==> config.mk <==
export PLATFORM = sky130hd
export DESIGN_NAME = mem_port_arbiter
export DESIGN_NICKNAME = d
export VERILOG_FILES = /design/src/rtl/mem_port_arbiter_pkg.sv /design/src/rtl/mem_port_arbiter_id_fifo.sv /design/src/rtl/mem_port_arbiter.sv
export SDC_FILE = /design/constraint.sdc
export NUM_CORES = 1
export LEC_CHECK = 0
export CORE_AREA = 2 2 108 110
export CTS_CLUSTER_SIZE = 16
export DETAILED_ROUTE_END_ITERATION = 12
export DIE_AREA = 0 0 110 112
export PLACE_DENSITY = 0.59
export SYNTH_ARGS = -nofsm -noshare
export SYNTH_HDL_FRONTEND = slang
export SYNTH_SLANG_ARGS = --single-unit
==> constraint.sdc <==
create_clock -name clk -period 2.23 [get_ports clk]
set_input_delay 0.3345 -clock clk [delete_from_list [all_inputs] [get_ports clk]]
set_output_delay 0.3345 -clock clk [all_outputs]
set_load 0.02 [all_outputs]
==> src/rtl/mem_port_arbiter_pkg.sv <==
// Shared types and helpers for the instruction/data memory port arbiter.
// Source IDs travel through the response FIFO as a single bit.
package mem_arb_pkg;

   typedef enum logic {
      SRC_INSTR = 1'b0,
      SRC_DATA  = 1'b1
   } src_t;

   localparam logic [3:0] BE_ALL = 4'b1111;

   // Index width for a storage of n entries, never narrower than one bit.
   function automatic int unsigned idx_width(input int unsigned n);
      int unsigned w;
      w = $clog2(n);
      if (w < 32'd1) begin
         idx_width = 32'd1;
      end else begin
         idx_width = w;
      end
   endfunction

endpackage

==> src/rtl/mem_port_arbiter_id_fifo.sv <==
// In-order ID FIFO remembering which requester owns each outstanding transaction.
// Pointers carry an extra wrap bit so full and empty are distinguishable.
module arb_id_fifo
   import mem_arb_pkg::*;
#(
   parameter int DEPTH = 2,
   parameter int WIDTH = 1
) (
   input  logic             clk,
   input  logic             res,
   input  logic             push,
   input  logic [WIDTH-1:0] push_data,
   input  logic             pop,
   output logic             full,
   output logic             empty,
   output logic [WIDTH-1:0] head
);

   localparam int AW = int'(idx_width(DEPTH));
   localparam logic [AW-1:0] LAST_IDX = AW'(DEPTH - 1);

   logic [AW:0]      wr_ptr_r;
   logic [AW:0]      rd_ptr_r;
   logic [WIDTH-1:0] store_r [DEPTH];
   logic             push_en_s;
   logic             pop_en_s;

   // Advance a pointer, toggling the wrap bit when the last slot is passed.
   function automatic logic [AW:0] ptr_inc(input logic [AW:0] p);
      if (p[AW-1:0] == LAST_IDX) begin
         ptr_inc = {~p[AW], {AW{1'b0}}};
      end else begin
         ptr_inc = p + (AW+1)'(1);
      end
   endfunction

   assign full      = (wr_ptr_r[AW-1:0] == rd_ptr_r[AW-1:0]) && (wr_ptr_r[AW] != rd_ptr_r[AW]);
   assign empty     = (wr_ptr_r == rd_ptr_r);
   assign head      = store_r[rd_ptr_r[AW-1:0]];
   assign push_en_s = push & ~full;
   assign pop_en_s  = pop & ~empty;

   // Pointer and storage update; push and pop may coincide.
   always_ff @(posedge clk) begin
      if (res) begin
         wr_ptr_r <= {(AW+1){1'b0}};
         rd_ptr_r <= {(AW+1){1'b0}};
         for (int i = 0; i < DEPTH; i++) begin
            store_r[i] <= {WIDTH{1'b0}};
         end
      end else begin
         if (push_en_s) begin
            store_r[wr_ptr_r[AW-1:0]] <= push_data;
            wr_ptr_r                  <= ptr_inc(wr_ptr_r);
         end
         if (pop_en_s) begin
            rd_ptr_r <= ptr_inc(rd_ptr_r);
         end
      end
   end

endmodule

==> src/rtl/mem_port_arbiter.sv <==
// Shares one memory port between instruction fetch and data access.
// Data has priority; a streak counter forces a fetch after DATA_STREAK_MAX data grants.
module mem_port_arbiter
   import mem_arb_pkg::*;
#(
   parameter int MAX_OUTSTANDING = 2,
   parameter int DATA_STREAK_MAX = 4
) (
   input  logic        clk,
   input  logic        res,
   input  logic        instr_req,
   input  logic [31:0] instr_adr,
   output logic        instr_gnt,
   output logic        instr_r_valid,
   output logic [31:0] instr_read,
   input  logic        data_req,
   input  logic [31:0] data_adr,
   input  logic        data_write_enable,
   input  logic [3:0]  data_be,
   input  logic [31:0] data_write,
   output logic        data_gnt,
   output logic        data_r_valid,
   output logic [31:0] data_read,
   output logic        mem_req,
   output logic [31:0] mem_adr,
   output logic        mem_we,
   output logic [3:0]  mem_be,
   output logic [31:0] mem_wdata,
   input  logic        mem_gnt,
   input  logic        mem_rvalid,
   input  logic [31:0] mem_rdata,
   output logic        err_rvalid
);

   localparam int SW = int'(idx_width(DATA_STREAK_MAX + 1));
   localparam logic [SW-1:0] STREAK_MAX = SW'(DATA_STREAK_MAX);

   src_t          sel_s;
   src_t          sel_lock_r;
   logic          lock_r;
   logic [SW-1:0] streak_r;
   logic          err_r;
   logic          req_sel_s;
   logic          fifo_full_s;
   logic          fifo_empty_s;
   logic [0:0]    fifo_head_s;
   src_t          head_s;
   logic          push_s;
   logic          pop_s;

   // Source selection: a stalled request keeps its owner until granted.
   always_comb begin
      sel_s = SRC_INSTR;
      if (lock_r) begin
         sel_s = sel_lock_r;
      end else if (instr_req && data_req) begin
         sel_s = (streak_r == STREAK_MAX) ? SRC_INSTR : SRC_DATA;
      end else if (data_req) begin
         sel_s = SRC_DATA;
      end else begin
         sel_s = SRC_INSTR;
      end
   end

   // Downstream request mux; fetches are always full-word reads.
   always_comb begin
      req_sel_s = 1'b0;
      mem_adr   = 32'h0000_0000;
      mem_we    = 1'b0;
      mem_be    = 4'b0000;
      mem_wdata = 32'h0000_0000;
      case (sel_s)
         SRC_DATA: begin
            req_sel_s = data_req;
            mem_adr   = data_adr;
            mem_we    = data_write_enable;
            mem_be    = data_be;
            mem_wdata = data_write;
         end
         SRC_INSTR: begin
            req_sel_s = instr_req;
            mem_adr   = instr_adr;
            mem_we    = 1'b0;
            mem_be    = BE_ALL;
            mem_wdata = 32'h0000_0000;
         end
         default: begin
            req_sel_s = 1'b0;
            mem_adr   = 32'h0000_0000;
            mem_we    = 1'b0;
            mem_be    = 4'b0000;
            mem_wdata = 32'h0000_0000;
         end
      endcase
      mem_req = req_sel_s & ~fifo_full_s & ~res;
   end

   assign instr_gnt = mem_gnt & mem_req & (sel_s == SRC_INSTR);
   assign data_gnt  = mem_gnt & mem_req & (sel_s == SRC_DATA);

   assign push_s = mem_req & mem_gnt;
   assign pop_s  = mem_rvalid & ~fifo_empty_s;
   assign head_s = src_t'(fifo_head_s);

   // Responses return in order, so the FIFO head names their owner.
   assign instr_r_valid = mem_rvalid & ~fifo_empty_s & (head_s == SRC_INSTR) & ~res;
   assign data_r_valid  = mem_rvalid & ~fifo_empty_s & (head_s == SRC_DATA) & ~res;
   assign instr_read    = mem_rdata;
   assign data_read     = mem_rdata;
   assign err_rvalid    = err_r & ~res;

   arb_id_fifo #(
      .DEPTH (MAX_OUTSTANDING),
      .WIDTH (1)
   ) u_id_fifo (
      .clk       (clk),
      .res       (res),
      .push      (push_s),
      .push_data (sel_s),
      .pop       (pop_s),
      .full      (fifo_full_s),
      .empty     (fifo_empty_s),
      .head      (fifo_head_s)
   );

   // Lock, streak counter and sticky orphan-response flag.
   always_ff @(posedge clk) begin
      if (res) begin
         lock_r     <= 1'b0;
         sel_lock_r <= SRC_INSTR;
         streak_r   <= {SW{1'b0}};
         err_r      <= 1'b0;
      end else begin
         if (mem_req && !mem_gnt) begin
            lock_r     <= 1'b1;
            sel_lock_r <= sel_s;
         end else begin
            lock_r     <= 1'b0;
         end
         if (!instr_req || instr_gnt) begin
            streak_r <= {SW{1'b0}};
         end else if (data_gnt && (streak_r != STREAK_MAX)) begin
            streak_r <= streak_r + SW'(1);
         end
         if (mem_rvalid && fifo_empty_s) begin
            err_r <= 1'b1;
         end
      end
   end

endmodule
# After elaboration in Yosys (flattened, before gate mapping)
# Memories as Yosys holds them, arrays and structs flattened. A register that Yosys moved wholly into a read port is not among the register bits.
# Index checks and enable logic that the tools add are counted.
[totals] word_cells=67 memories=1 in_bits=139 regBits=10 mem_bits_rw=2
[op_classes] eq_ne=5 n_bitwise=20 reduce_logical=10 add_sub_neg=3 n_mux=22
[memory_table] memory="u_id_fifo.store_r" words=2 width=1 rd=1 rd_clocked_by_memory_dff=1 write_ports=2 line="mem_port_arbiter_id_fifo.sv:24" text="logic [WIDTH-1:0] store_r [DEPTH];"
[ops] op="one-hot mux 32 bit (2 select lines)" count=2
[ops] op="two-way mux 1 bit" count=15
[ops] op="AND 1 bit" count=13
[ops] op="one-hot mux 4 bit (2 select lines)" count=1
[ops] op="NOT 1 bit" count=7
[ops] op="logical AND 1 bit" count=5
[ops] op="adder 2 x 1 -> 2 bit (second input constant)" count=2
[ops] op="two-way mux 2 bit" count=2
[ops] op="one-hot mux 1 bit (2 select lines)" count=2
[ops] op="adder 3 x 1 -> 3 bit (second input constant)" count=1
[ops] op="equality test 3 bit (second input constant)" count=1
[ops] op="!= test 3 bit (second input constant)" count=1
[ops] op="equality test 2 bit" count=1
[ops] op="zero test 1 bit" count=2
[ops] op="OR reduction 2 bit" count=1
[ops] op="equality test 1 bit" count=1
[ops] op="logical OR 1 bit" count=1
[ops] op="!= test 1 bit" count=1
[ops] op="OR reduction 1 bit" count=1

# Logic depth before layout (Yosys ltp)
[depth] word_depth=15 ltp_mapped=7

# By module
# From an unflattened synthesis, not the netlist that was laid out.
[hier_totals] hier_cells=298 hier_area_um2=1933.1
[modules_own_cells] mod="mem_port_arbiter" seq_area_each_um2=120.1 cells_per_inst=258 area_each_um2=1560.2 instances=1
[modules_own_cells] mod="arb_id_fifo" seq_area_each_um2=160.2 cells_per_inst=40 area_each_um2=372.9 instances=1

# Worst setup path before layout
# OpenSTA, ideal clock, no wires.
[synth_path] path_type="flip-flop to output port" startpoint="reg streak_r[0]" endpoint="out mem_adr[10]" required_time_ps=1896 stages_incl_launch_ff=7 t_arrival_ps=1702 slack_ps=193 n_path_buf=1 cell_sequence="dfxtp_1 inv_1 ha_1 and3_1 o21bai_2 clkbuf_1 mux2_2"
[synth_via] elab_chain_len=6
[synth_lines] element="from (decl)" line="mem_port_arbiter.sv:41" text="logic [SW-1:0] streak_r;"
[synth_lines] element="from (signal assigned)" line="mem_port_arbiter.sv:131" text="streak_r <= {SW{1'b0}};"
[synth_lines] element="from (signal assigned)" line="mem_port_arbiter.sv:141" text="streak_r <= {SW{1'b0}};"
[synth_lines] element="from (signal assigned)" line="mem_port_arbiter.sv:143" text="streak_r <= streak_r + SW'(1);"
[synth_lines] element="equality test 3 bit (*)" line="mem_port_arbiter.sv:57" text="sel_s = (streak_r == STREAK_MAX) ? SRC_INSTR : SRC_DATA;"
[synth_lines] element="two-way mux 1 bit (*)" line="mem_port_arbiter.sv:57"
[synth_lines] element="two-way mux 1 bit (*)" line="mem_port_arbiter.sv:56" text="end else if (instr_req && data_req) begin"
[synth_lines] element="two-way mux 1 bit (*)" line="mem_port_arbiter.sv:54" text="if (lock_r) begin"
[synth_lines] element="NOT 1 bit" line="mem_port_arbiter.sv:72" text="case (sel_s)"
[synth_lines] element="one-hot mux 32 bit (2 select lines) (*)" line="mem_port_arbiter.sv:72"
[synth_lines] element="to (decl)" line="mem_port_arbiter.sv:25" text="output logic [31:0] mem_adr,"
# Every way passes the cells marked *; elsewhere a longest branch is shown, timed or not.

# Final worst setup path
[layout_path] startpoint="reg streak_r[0]" endpoint="out mem_adr[7]"
# The elaborated chain is that of the path after synthesis.

==> flow_summary_export.csv <==
group,metric,value,unit
final_layout,layout.nets,520,
yosys,synth_compound_area_frac,0.07897,
floorplan,pin_count,278,
grt,grt_pass1_vias,2233,
yosys,syn_inst,223,
run,cap_violations,0,
worst_setup_path,cp_data_arrival_time,1.95,ns
yosys,synth_xor_area_frac,0.02383,
worst_setup_path,crit_chain,"inv_2, ha_4, and3_4, o21bai_4, buf_8, buf_12, buf_16, mux2_4, buf_6",
floorplan,die_y,112,um
worst_setup_path,cp_max_fo,5,
cts,clock-sinks,13,
yosys,synth_warnings,0,
grt,grt_first_pass_wirelength,13250,um
routing,first_pass_iters,4,
yosys,synth_top_family_by_area,"buffers and inverters",
timing,layout_min_cycle_time,2.289,ns
cts,clock_path_buffers,2,
yosys,synth-seq-cells,13,
timing,skew,0.002854,ns
final_layout,final_cell_mix,"105 x clkdlybuf4s50_1, 35 x buf_6, 27 x buf_4",
placed_design,placed_area,3510,um2
routing,vias,2100,
timing,slew_violations,0,
worst_setup_path,required,1.90,ns
timing,final-setup-viol-count,19,
routing,vias_per_cell,4.031,
placed_design,portBuffers,181,
worst_setup_path,crit_path_start,"streak_r[0]",
cts,htreeDepth,1,
power,cellLeakagePower,1.801,nW
timing,max_freq,436.8,MHz
yosys,synth-seq-area-share,0.1525,
floorplan,die-area,12320,um2
timing,final_hold_viol_count,0,
final_layout,insertedDiodeCount,0,
run_status,status,"finished, violations left",
worst_setup_path,reg2reg_slack,0.34,ns
yosys,yosysUniqueCellTypes,37,
timing,period_share,1.027,
yosys,synthAdderAreaFrac,0.01361,
cts,cts_made_buffers,3,
timing,rsz0062_at_grt,"yes",
cts,clk_pin_slew,0.05,ns
yosys,syn_nets,364,
final_layout,drive_above_1_share,0.4392,
worst_hold_path,hold_path_class,"register to register",
routing,drt-initial-drc-count,69,
routing,wl_per_cell,18.84,um
timing,relSlewSlack,0.7911,
grt,grt_util_all_layers,0.1473,
routing,ant_nets,0,
worst_setup_path,max_stage_delay,0.33,ns
grt,global_route.overflow_total,0,
floorplan,start_util,0.1645,
timing,worst_slack,-0.05921,ns
worst_setup_path,path_class,"register to output port",
floorplan,fp-row-count,39,
final_layout,n_fill_cell,1171,
worst_setup_path,critPathLaunchType,"register",
placed_design,gp_congestion,0.7983,
worst_setup_path,cp_top_family,"buffers and inverters",
worst_setup_path,r2r-end,"streak_r[2]",
routing,drc_errors,0,
grt,grt_max_degree,17,
power,p_per_area,469.5,nW/um2
final_layout,area_growth,115.5,%
yosys,avgSynthCellArea,8.242,um2
grt,antenna_found_initial,0,
run_status,violations,"negative setup slack",
worst_setup_path,endpoint_kind,"output port",
floorplan,chipWidth,110,um
yosys,synthMuxAreaShare,0.2124,
worst_setup_path,worst_r2r_startpoint,"streak_r[0]",
worst_setup_path,cpMaxStageDelayCell,"dfxtp_2",
yosys,synth_area,1838,um2
power,ir_drop,274.7,uV
cts,clk_latency,0.24,ns
routing,drt-total-wl,9815,um
worst_setup_path,critPathBufInv,5,
worst_setup_path,crit_path_end,"mem_adr[7]",
placed_design,place_hpwl,7287,um
timing,tightest_slew,0.3101,ns
final_layout,fin_area,3960,um2
worst_setup_path,cp_num_cells,9,
final_layout,mostFrequentLayoutCell,"clkdlybuf4s50_1",
cts,cts_tree,"yes",
floorplan,coreArea,11170,um2
worst_setup_path,worstRegToRegCells,10,
yosys,synthSimpleGateAreaFrac,0.2206,
final_layout,post-route-util,0.3544,
cts,clockRootBuffer,"clkbuf_16",
metrics by stage:
stage               TNS [ns]  setup WS (ns)  hold WS, ns  power [W]  cells
finish               -0.5901       -0.05921       0.4574   0.001859    521
floorplan                  0         0.1933       0.4105  0.0009318    223
CTS                   -1.831        -0.1072       0.4651   0.001804    513
global placement      -29.61        -0.5564       0.4452   0.001338    497
global route          -2.300        -0.1250       0.4908   0.001958    521
detailed placement    -29.47        -0.5435       0.4547   0.001344    497
routing by layer:
layer	wire, um	GRT usage	vias up
met5	0	0	-
met4	150	0.03629	0
met3	1152	0.04450	27
met2	4912	0.2753	125
met1	3599	0.1578	967
li1	-	-	981
worst register-to-register path: stages, from the launching register on:
cell and delay [ns]:
dfxtp_2 0.33, inv_2 0.05, ha_4 0.15, and3_4 0.18
o21bai_4 0.15, buf_8 0.16, buf_12 0.12, buf_16 0.13
buf_4 0.12, nand2_1 0.05, a2111oi_2 0.35
logic make-up (layout without fill, tap and decap cells):
family          after synthesis  after routing
compound gates               16             16
xor+xnor                      5              5
fa+ha+maj                     2              2
buf+inv                      80            235
flops                        13             13
mux                          35             35
simple gates                 72             72
flip-flops by register name, summed over array words and instances, names as in the netlist, named ones only:
signal	cells
sel_lock_r	1
lock_r	1
u_id_fifo.store_r	2
u_id_fifo.wr_ptr_r	2
streak_r	3
err_r	1
u_id_fifo.rd_ptr_r	2
final cells by class:
cell class                 instances  area, um2  share of cell area
sequential                        13      282.8             0.07141
multi-input combinational        130       1157              0.2923
clock buffer                       4      78.83             0.01991
tap                              143      178.9             0.04518
inverter                           7      26.28            0.006635
timing repair buffer             224       2236              0.5646
how the worst min path moves through the flow:
stage | startpoint | to | slack (ns) | depth (start not counted)
3_3_place_gp | err_r | err_r | 0.45 | 2
4_1_cts | err_r | err_r | 0.47 | 2
5_1_grt | err_r | err_r | 0.49 | 2
3_5_place_dp | err_r | err_r | 0.45 | 2
6_report | err_r | err_r | 0.46 | 2
2_1_floorplan | res | streak_r[2] | 0.41 | 1
Yosys cell counts (all sizes together):
master | number | area (um2)
o211ai | 1 | 7.510
nand3 | 3 | 15.01
o21ai | 1 | 5.000
xor2 | 4 | 35.03
o21a | 1 | 7.510
and3b | 1 | 8.760
nand3b | 1 | 7.510
a221oi | 1 | 8.760
nand2b | 8 | 50.05
o21bai | 2 | 18.77
dfxtp | 11 | 220.2
nor3 | 1 | 5.000
nor2 | 12 | 45.04
a211oi | 1 | 7.510
edfxtp | 2 | 60.06
buf | 68 | 503.0
nor2b | 1 | 6.260
a21bo | 1 | 10.01
inv | 7 | 26.28
a21oi | 2 | 10.01
mux2 | 32 | 360.4
a31oi | 1 | 6.260
and2 | 35 | 219.0
and3 | 2 | 12.51
nand2 | 6 | 22.52
xnor2 | 1 | 8.760
o22ai | 2 | 12.51
ha | 2 | 25.02
mux2i | 3 | 30.03
a2111oi | 2 | 42.54
nor3b | 1 | 7.510
a2bb2oi | 1 | 8.760
clkbuf | 5 | 18.77
nand4 | 1 | 6.260
power by group:
group	leakage, nW	switching [W]	total, W	internal [W]
registers	0.112	0.0000251	0.000302	0.000277
clock network	0.0382	0.000102	0.000343	0.000241
logic	1.65	0.000510	0.00121	0.000704
what timing repair did:
item	CTS	global route
resized for setup	301	85
endpoints found under the setup margin	74	66
hold buffers	0	0
pin swaps	2	4
buffers inserted	6	8
gates cloned	6	2
Power figures use the tool's default switching activity.
